===== config.mk =====
export PLATFORM = sky130hd
export DESIGN_NAME = gesture_sequencer
export DESIGN_NICKNAME = d
export VERILOG_FILES = /design/src/rtl/gesture_sequencer.sv
export SDC_FILE = /design/constraint.sdc
export NUM_CORES = 1
export LEC_CHECK = 0
export BUFFER_PORTS_ARGS = -buffer_cell sky130_fd_sc_hd__buf_2
export CORE_MARGIN = 1
export CORE_UTILIZATION = 33
export CTS_BUF_LIST = sky130_fd_sc_hd__clkbuf_8
export CTS_CLUSTER_DIAMETER = 30
export CTS_CLUSTER_SIZE = 12
export DETAILED_ROUTE_END_ITERATION = 10
export PLACE_DENSITY_LB_ADDON = 0.15
export SLEW_MARGIN = 20
export SYNTH_ARGS = -nofsm -noshare
export SYNTH_HDL_FRONTEND = slang
export SYNTH_SLANG_ARGS = --single-unit
export TNS_END_PERCENT = 5

===== constraint.sdc =====
create_clock -name clk -period 3.1 [get_ports clk]
set_clock_uncertainty 0.1 [all_clocks]
set_input_delay 0.62 -clock clk [delete_from_list [all_inputs] [get_ports clk]]
set_output_delay 0.62 -clock clk [all_outputs]
set_load 0.005 [all_outputs]

===== src/rtl/gesture_sequencer.sv =====
// ---------------------------------------------------------------------------
// gesture_sequencer
//
// Queues gesture codes for a robotic hand and presents each one on the
// gesture output for a fixed dwell time, back to back, then reports the end
// of the sequence. An abort flushes everything and opens the hand.
//
// Ports
//   clk          in   system clock, all logic on the rising edge
//   reset        in   asynchronous, active-high reset
//   cmd_gesture  in   [7:0] requested gesture code
//   cmd_valid    in   command request qualifier
//   cmd_ready    out  queue can accept a command this cycle
//   abort        in   flush queue and return the hand to open (8'h02)
//   gesture      out  [7:0] registered code for the gesture decoder
//   gesture_stb  out  one-cycle pulse when gesture takes a newly issued value
//   busy         out  high while a gesture dwell is running
//   seq_done     out  one-cycle pulse when the last queued dwell expires
//   cmd_err      out  one-cycle pulse after an accepted but illegal code
//   fifo_count   out  [2:0] number of queued entries, 0..FIFO_DEPTH
// ---------------------------------------------------------------------------
module gesture_sequencer #(
    parameter int DWELL_TICKS = 25000000,
    parameter int FIFO_DEPTH  = 4
) (
    input  logic       clk,
    input  logic       reset,
    input  logic [7:0] cmd_gesture,
    input  logic       cmd_valid,
    output logic       cmd_ready,
    input  logic       abort,
    output logic [7:0] gesture,
    output logic       gesture_stb,
    output logic       busy,
    output logic       seq_done,
    output logic       cmd_err,
    output logic [2:0] fifo_count
);

    localparam int          AW         = (FIFO_DEPTH > 1) ? $clog2(FIFO_DEPTH) : 1;
    localparam logic [2:0]  DEPTH_C    = 3'(FIFO_DEPTH);
    localparam logic [AW-1:0] LAST_PTR = AW'(FIFO_DEPTH - 1);
    localparam logic [25:0] DWELL_LOAD = 26'(DWELL_TICKS - 1);
    localparam logic [7:0]  OPEN_HAND  = 8'h02;

    typedef enum logic {
        IDLE,
        DWELL
    } state_t;

    state_t          state;
    logic [AW-1:0]   wr_ptr;
    logic [AW-1:0]   rd_ptr;
    logic [7:0]      fifo_mem [FIFO_DEPTH];
    logic [25:0]     dwell_cnt;

    logic            accept;
    logic            code_legal;
    logic            push;
    logic            pop;
    logic            dwell_expired;
    logic [AW-1:0]   wr_ptr_next;
    logic [AW-1:0]   rd_ptr_next;

    // A full queue refuses new commands even if an entry leaves this same
    // cycle; abort also closes the door so a flushed queue stays empty.
    assign cmd_ready     = (fifo_count < DEPTH_C) && !abort;
    assign accept        = cmd_valid && cmd_ready;
    assign code_legal    = (cmd_gesture >= 8'h01) && (cmd_gesture <= 8'h0A);
    assign push          = accept && code_legal;
    assign dwell_expired = (state == DWELL) && (dwell_cnt == '0);
    assign pop           = !abort && (fifo_count != 3'd0)
                           && ((state == IDLE) || dwell_expired);
    assign busy          = (state == DWELL);

    // Explicit wrap keeps the pointers correct for any depth, including 1.
    assign wr_ptr_next = (wr_ptr == LAST_PTR) ? '0 : wr_ptr + 1'b1;
    assign rd_ptr_next = (rd_ptr == LAST_PTR) ? '0 : rd_ptr + 1'b1;

    // Queue storage carries no reset; validity is tracked by the pointers
    // and fifo_count, so stale contents are never read.
    always_ff @(posedge clk) begin
        if (push) begin
            fifo_mem[wr_ptr] <= cmd_gesture;
        end
    end

    // Sequencer state, queue bookkeeping and all registered outputs.
    // Abort overrides every other update; otherwise the queue pointers move
    // independently so a simultaneous push and pop leaves the count alone.
    always_ff @(posedge clk or posedge reset) begin
        if (reset) begin
            state       <= IDLE;
            wr_ptr      <= '0;
            rd_ptr      <= '0;
            fifo_count  <= 3'd0;
            dwell_cnt   <= '0;
            gesture     <= 8'h00;
            gesture_stb <= 1'b0;
            seq_done    <= 1'b0;
            cmd_err     <= 1'b0;
        end else begin
            gesture_stb <= 1'b0;
            seq_done    <= 1'b0;
            cmd_err     <= accept && !code_legal;

            if (abort) begin
                state       <= IDLE;
                wr_ptr      <= '0;
                rd_ptr      <= '0;
                fifo_count  <= 3'd0;
                dwell_cnt   <= '0;
                gesture     <= OPEN_HAND;
                gesture_stb <= 1'b1;
            end else begin
                if (push) begin
                    wr_ptr <= wr_ptr_next;
                end
                if (pop) begin
                    rd_ptr <= rd_ptr_next;
                end
                if (push && !pop) begin
                    fifo_count <= fifo_count + 3'd1;
                end else if (pop && !push) begin
                    fifo_count <= fifo_count - 3'd1;
                end

                case (state)
                    IDLE: begin
                        if (pop) begin
                            gesture     <= fifo_mem[rd_ptr];
                            gesture_stb <= 1'b1;
                            dwell_cnt   <= DWELL_LOAD;
                            state       <= DWELL;
                        end
                    end
                    DWELL: begin
                        if (dwell_cnt != '0) begin
                            dwell_cnt <= dwell_cnt - 26'd1;
                        end else if (pop) begin
                            // Chain straight into the next gesture, no gap.
                            gesture     <= fifo_mem[rd_ptr];
                            gesture_stb <= 1'b1;
                            dwell_cnt   <= DWELL_LOAD;
                        end else begin
                            state    <= IDLE;
                            seq_done <= 1'b1;
                        end
                    end
                    default: state <= IDLE;
                endcase
            end
        end
    end

endmodule


==> Word level (Yosys, flattened, before mapping) <==
Memory sizes are Yosys's and may differ from the RTL's.
Cells that the tools add are included.
{ "word_totals": {"reg_bits": 45, "mem_bits_rw": 32, "in_bits": 12, "output_inout_bits": 16, "n_memories": 1} }
{ "memory_table": {"columns": ["name", "words", "width", "rd", "rd_clocked_by_memory_dff", "write_ports", "line_no", "text"], "rows": [
  ["fifo_mem", 4, 8, 1, 0, 1, "54", "logic [7:0] fifo_mem [FIFO_DEPTH];"]
]} }
{ "classes": {"n_addsub": 5, "n_lt_le_gt_ge": 3, "n_eq_ne": 3, "n_mux": 30, "n_bitwise": 1, "reduce_logical": 21} }
{ "op_table": {"columns": ["operator", "count"], "rows": [
  ["26-bit 2-to-1 mux", 3],
  ["26-bit one-hot mux with 2 select lines", 1],
  ["26-bit logical NOT", 1],
  ["26-bit nonzero test", 1],
  ["26-bit by 1-bit subtractor with 26-bit output (second input constant)", 1],
  ["8-bit 2-to-1 mux", 3],
  ["8-bit one-hot mux with 2 select lines", 1],
  ["2-bit 2-to-1 mux", 6],
  ["1-bit 2-to-1 mux", 11],
  ["1-bit logical AND", 10],
  ["3-bit 2-to-1 mux", 3],
  ["8-bit by 1-bit greater-or-equal comparator with 1-bit output (second input constant)", 1],
  ["8-bit by 4-bit less-or-equal comparator with 1-bit output (second input constant)", 1],
  ["3-bit nonzero test", 2],
  ["2-bit by 1-bit adder with 2-bit output (second input constant)", 2],
  ["2-bit equality test (second input constant)", 2],
  ["1-bit logical NOT", 4],
  ["1-bit one-hot mux with 2 select lines", 2],
  ["2-bit nonzero test", 2],
  ["3-bit by 1-bit adder with 3-bit output (second input constant)", 1],
  ["3-bit < comparator (second input constant)", 1],
  ["3-bit inequality test (second input constant)", 1],
  ["3-bit by 1-bit subtractor with 3-bit output (second input constant)", 1],
  ["1-bit logical OR", 1],
  ["1-bit NOT", 1]
]} }

==> Longest topological paths before layout <==
Gate-level depths: netlist of run 1.
{ "depth": {"word_depth": 9, "mapped_depth": 12, "depth_no_buf": 12} }

==> Worst setup path before layout of run 1 <==
No wires, ideal clock.
{ "synth_timing": {"kind": "in2reg", "start": "input abort", "end": "register fifo_count[1]", "setup_ns": 0.104, "arrival_ns": 2.924, "required_ns": 2.896, "slack_ns": -0.028, "stages": 9, "path_buffers": 2, "cell_sequence": "clkbuf_1 -> or3b_2 -> a2111oi_4 -> clkbuf_1 -> o21a_1 -> fa_1 -> nor3_1 -> nand3_1 -> o311ai_1"} }
{ "synth_via": {"elab_chain_len": 7, "word_cells_on_any_way": 13} }
{ "synth_rtl": {"columns": ["item", "line_no", "text"], "rows": [
  ["start: declaration", "31", "input logic abort,"],
  ["1-bit logical NOT", "67, 72", null],
  ["1-bit logical AND (on tied branches)", "67, 72", null],
  ["1-bit logical AND (on tied branches)", "68, 73", null],
  ["1-bit logical AND / 1-bit logical NOT (equally long branches)", "70, 122", null],
  ["1-bit logical AND / 1-bit logical NOT (equally long branches)", "122, 124", null],
  ["3-bit 2-to-1 mux / 1-bit logical AND (equally long branches)", "122, 124", null],
  ["3-bit 2-to-1 mux / 3-bit nonzero test (equally long branches)", null, null],
  ["end signal: assignment", "123", "fifo_count <= fifo_count + 3'd1;"],
  ["end signal: assignment", "125", "fifo_count <= fifo_count - 3'd1;"],
  ["end: declaration", "37", "output logic [2:0] fifo_count"]
]} }
Parallel ways exist; a longest one is shown, timed or not.
A chain may end at the register's enable or synchronous reset.

==> Worst setup path in the final report of run 1 <==
{ "layout_timing": {"start": "register dwell_cnt[18]", "end": "register fifo_count[1]"} }
{ "layout_via": {"elab_chain_len": 8, "word_cells_on_any_way": 10} }
{ "layout_rtl": {"columns": ["item", "line_no", "text"], "rows": [
  ["start: declaration", "55", "logic [25:0] dwell_cnt;"],
  ["start signal: assignment", "139", "dwell_cnt <= dwell_cnt - 26'd1;"],
  ["26-bit logical NOT *", "71", "assign dwell_expired = (state == DWELL) && (dwell_cnt == '0);"],
  ["1-bit logical AND *", "71", null],
  ["1-bit logical OR *", "73", "&& ((state == IDLE) || dwell_expired);"],
  ["1-bit logical AND *", "73", null],
  ["1-bit logical NOT", "122", "if (push && !pop) begin"],
  ["1-bit logical AND", "122", null],
  ["3-bit 2-to-1 mux", "122", null],
  ["3-bit 2-to-1 mux", "107", "if (abort) begin"]
]} }
Mark *: on every way between the ends. The rest lies on a longest branch, timed or not.

==> metrics.txt, run 1 <==
Crit. End Element=register; final WL=9.91 mm; Tot Pwr=between 4 and 5 mW; Slew HR=58.0%; port buffer count=27; Initial Util=34.4%; core area=11600 um^2; worst r2r src=dwell_cnt[18]; Ports=28; number of cell rows=39; post-route insts no fill=536; Post-Syn Area=4000 um^2; ant diodes=0; drt drc=1; leak pwr=roughly 1.8 nW; Post-DP HPWL=6.59 mm; vias in the first global route=3161; Max Clk Rate=345 MHz; #FFs+latches synth=77; register area share after synthesis=52.2%; Final Hold Fails=0; endpoints failing setup=0; Yosys top cell by area=dfrtp_1; Root Buffer=clkbuf_8; largest cells by area after synthesis=dfrtp_1, edfxtp_1, mux4_2, nor3_1, a21oi_1; 1st-pass router iterations=7; setup TNS=0 ps; Multi-input gate area=1780 um^2; Peak VDD IR=0.388 mV; CTS buffer count=9; # clock sinks=77; Worst path slowest cell=or4_4; die area=around 13000 um^2; post-CTS setup buffer count=0; number of synthesis warnings=0; worst skew pair latency=370 ps; Hold Slack=292 ps; Vias=2990; Worst path max stage delay=560 ps; R2R Setup Slk=approximately 200 ps; largest net degree at the start of global routing=46; crit path to=fifo_count[1]; CTS tree=built; commonest cells in the netlist=dfrtp_1, edfxtp_1, nor3_1, nor2_1, a21oi_1; Antenna Nets Post-Route=0; cts hold-fix bufs=0; failing checks=design-rule violations; Post-synth EDFFs=32; Die Ht=112 um; Filler cells=1144; outcome=finished, violations left; DRT iter0 DRCs=156; first-pass GRT wire length=16.5 mm; worst slew pin tran=624 ps; Setup CP Type=register to register; R2R cell count=9; Final GP Congestion=0.738; post-synth net total=368; gr usage total=17.0%; Max Cap Viol=0; Yosys top cell area share=28.2%; Async SR Flop Fraction=between 50% and 60%; FF/Latch Area=2090 um^2; Synth-to-Final Area Change=14.7%; Setup crit start=dwell_cnt[18]; initial antenna violation count=0; Clk pin slew, worst setup/hold paths=100 ps; Worst R2R End=fifo_count[1]; RSZ-0062 raised after global routing=false; Power Dens Cells=979 nW/um^2; placed cell count=520; Horiz. Die Dim=112 um; top-count cell post-synth=dfrtp_1; Synth Flop Type=dfrtp_1; largest fanout on the critical path=5; post-CTS sizing=0; Cell Chain, Critical Path=or4_4 -> or3_4 -> o31ai_4 -> nand2_2 -> o21a_1 -> fa_1 -> nor3_1 -> nand3_1 -> o311ai_1; Startpoint Class=register; Worst EP required=3270 ps; syn_area_per_cell=approximately 11 um^2; GRT overflow=0; Longest Clk Path Bufs=2; Tcrit/Tclk final=93.4%; Avg WL per Cell=18.5 um; crit path DAT=3060 ps; Yosys cell types=67; fin util=39.5%; layout cell share with drive strength beyond 1=roughly a quarter; HP Class=primary input to asynchronous set/reset pin; Net count, final=407; Cells after Synth=~350; H-tree depth=3; Vias/cell=~5.6; min cycle time layout=2900 ps; max-slew violation count=0
==> where the power goes <==
part	internal, mW	switching (mW)	total (mW)	leakage, nW
combinational	0.944	1.36	2.30	0.776
clock	0.302	0.425	0.727	0.0900
sequential	1.25	0.215	1.46	0.888
total	2.49	2.00	4.49	1.75
==> cells in the final DEF (no fill, tap or decap), drive strengths merged, types with 12 or more instances in the layout <==
| cell type | n |
|---|---|
| nor2 | 22 |
| inv | 16 |
| nor3 | 25 |
| nand3 | 16 |
| dfrtp | 45 |
| buf | 50 |
| edfxtp | 32 |
| a21oi | 17 |
| o21ai | 14 |
| nand2 | 12 |
==> cell families after synthesis <==
family	share of synthesized area, %
multiplexers	5.57
buffers and inverters	3.53
adder cells (fa/ha/maj)	2.38
AO/OA/AOI/OAI	17.0
XOR/XNOR	0.876
flip-flops	52.2
AND/OR/NAND/NOR	18.5
==> registers in the layout (all words and copies together) (netlist names) <==
name and flops:
gesture 8, cmd_err 1, gesture_stb 1, dwell_cnt 26, seq_done 1, busy 1, fifo_mem 32, wr_ptr 2
fifo_count 3, rd_ptr 2
==> metal layers <==
layer	share of wire [%]	global-route usage [%]	vias to the layer above	routed length [um]
li1	-	-	1443	-
met1	48	22.5	1486	4750
met2	47	27.3	52	4690
met3	3.5	3.62	9	348
met4	1.2	7.11	0	119
met5	0	0	-	0
==> layout make-up <==
class | instances | share of cell area [%]
clock buffer | 9 | 2.70
clock inverter | 7 | 1.23
inverter | 12 | 0.981
multi-input combinational | 238 | 38.7
sequential | 77 | 45.5
tap | 143 | 3.90
timing repair buffer | 50 | 6.98
==> critical path: cells and delay by family, from the launching register on <==
family                   cells  cell delay (ps)
AND/OR/NAND/NOR              5             1350
flip-flops                   1              390
adder cells (fa/ha/maj)      1              460
AO/OA/AOI/OAI                3              510
==> worst min path at each step <==
stage	from	to	slack, ps	depth (start not counted)
finish	reset	gesture_stb	290	3
global route	reset	gesture[2]	350	3
CTS	reset	gesture[1]	320	3
detailed placement	gesture[1]	gesture[1]	380	1
global placement	gesture[1]	gesture[1]	390	1
floorplan	dwell_cnt[7]	dwell_cnt[7]	370	1
==> per-stage QoR <==
stage	instance area, um^2	worst slack [ps]
after detailed placement	4410	200
after global routing	4590	44.1
final	4590	205
after CTS	4590	175
after global placement	4410	229
after floorplan	4000	26.2
Power figures use the tool's default switching activity.
==> inputs of run 2 (changes only) <==
Settings changed: CORE_ASPECT_RATIO set to 0.6, GPL_TIMING_DRIVEN set to 0.
==> run 2 against run 1 <==
- clock-buffer cell count unchanged
- final area increased by 4.4%
- sequential share of layout area decreased by 1.8 points
- largest power group unchanged
- via count increased by 7.9%
- wire length increased by 13%
- the run now ends clean
- flip-flop and latch count unchanged
- worst hold slack got worse by 160 ps
==> metrics.txt, run 2 (synthesized netlist as in run 1, its figures left out) <==
drt drc=0; die area=12600 um^2; Final Hold Fails=0; fin util=41.5%; Net count, final=424; GRT overflow=0; max reg flops=32; Net Sw Frac=43.8%; Vias/cell=5.66; largest register by flop count=fifo_mem; Avg WL per Cell=19.7 um; CTS buffer count=9; vias in the first global route=3019; switching power total=2.17 mW; Final GP Congestion=0.787; Max Cap Viol=0; leak pwr=around 1.8 nW; crit path DAT=approximately 3100 ps; first-pass GRT wire length=17.7 mm; Setup CP Type=register to register; Initial Util=between 30% and 40%; HP Class=primary input to asynchronous set/reset pin; Peak VDD IR=slightly above 0.6 mV; Ports=28; Power Dens Cells=1030 nW/um^2; Die Ht=87.3 um; # clock sinks=77; Max Clk Rate=331 MHz; Longest Clk Path Bufs=2; Antenna Nets Post-Route=0; layout cell share with drive strength beyond 1=26.6%; Synth-to-Final Area Change=19.8%; largest fanout on the critical path=3; ant diodes=0; Startpoint Class=register; Tcrit/Tclk final=97.6%; post-route insts no fill=570; Worst Setup Slack, final=74.5 ps; Tot Pwr=4.96 mW; Filler cells=1153; core area=approximately 12000 um^2; initial antenna violation count=0; worst slew pin tran=roughly 830 ps; RSZ-0062 raised after global routing=true; DRT iter0 DRCs=302; gr usage total=between 15 and 20%; port buffer count=26; Clk pin slew, worst setup/hold paths=around 90 ps; 1st-pass router iterations=5; Crit. End Element=register; Comb pwr share=51.6%; commonest non-fill, non-tap cell in the layout=dfrtp_1; biggest regs=fifo_mem: 32 flops, dwell_cnt: 26 flops, gesture: 8 flops; Worst EP required=3210 ps; worst skew pair latency=360 ps; max-slew violation count=0; Internal=2.78 mW; pre-CTS setup slack=-706 ps; placed cell count=537; outcome=finished, final reports clean; clock network fraction of total power=19.1%; final WL=11.2 mm; Root Buffer=clkbuf_8; endpoints failing setup=0; Slew HR=44.7%; most frequent cells in the layout=dfrtp_1, edfxtp_1, buf_2, nor3_1, nor2_1; min cycle time layout=3030 ps; number of cell rows=30; CTS tree=built; Post-DP HPWL=7.95 mm; H-tree depth=3; Vias=3227; sequential fraction of design power=29.3%; largest net degree at the start of global routing=32; Horiz. Die Dim=roughly 140 um
## run 2: cell types whose count changed in the layout (fill, tap and decap cells not counted), moves of 2 or more
cell	delta
nor3_2	+2
nor3_1	-2
dfrtp_1	-3
buf_1	+2
buf_2	+4
dfrtp_2	+3
buf_4	-4
bufinv_16	+3
clkbuf_1	+13
clkinvlp_4	-2
## run 2: area by class of cell
type	instances	area [um^2]	area share (%)
multi-input combinational	238	1830	38.1
tap	160	200	4.18
timing repair buffer	45	285	5.95
buffer	22	97.6	2.04
sequential	77	2090	43.6
clock buffer	9	124	2.58
clock inverter	7	121	2.53
inverter	12	45.0	0.940
## run 2: critical path, stage by stage (launching register included)
cell and delay (ps):
dfrtp_2 430, or4_4 570, or3_4 430, o31ai_4 270
nand2_4 80, o21a_1 190, fa_1 520, inv_1 50
o211ai_1 100, o311ai_2 150
## run 2: power by group through the flow
| stage | clock network, mW | registers (mW) | logic, mW |
|---|---|---|---|
| 3_5_place_dp | 0 | 1.47 | 2.27 |
| 6_report | 0.945 | 1.45 | 2.56 |
| 5_1_grt | 1.01 | 1.49 | 2.79 |
| 2_1_floorplan | 0 | 1.42 | 1.59 |
| 3_3_place_gp | 0 | 1.46 | 2.23 |
| 4_1_cts | 0.965 | 1.44 | 2.41 |
## run 2: metrics by stage
step	area, um^2	hold slack [ps]	setup TNS, ps
after floorplan	4000	371	0
after global placement	4330	381	-4320
after detailed placement	4370	387	-4410
after CTS	4680	132	0
after global routing	4790	151	-9.04
final	4790	131	0
## run 2: timing repair
action                     CTS  global route
setup buffers                5            12
pin swaps                    3             3
gates resized for setup      7             3
hold buffers                 0             0
setup endpoints to repair    2            13
## run 2: worst paths after layout
check                         startpoint  cells past startpoint  slack [ps]       endpoint
max reg2reg                dwell_cnt[18]                      9          70  fifo_count[1]
max                        dwell_cnt[18]                      9          70  fifo_count[1]
min                                reset                      2         130   dwell_cnt[2]
min in group clk              gesture[1]                      1         410     gesture[1]
min reg2reg                   gesture[1]                      1         410     gesture[1]
max in group asynchronous          reset                      3        2260  dwell_cnt[19]
## run 2: layer usage
metal / part of all wire (%) / wire length, um / GRT usage, % / up-vias
met1: 56 / 6250 / 31.8 / 1657
li1: - / - / - / 1477
met5: 0 / 0 / 0 / -
met4: 0.52 / 58 / 3.83 / 0
met3: 5.0 / 563 / 4.40 / 6
met2: 39 / 4360 / 24.7 / 87
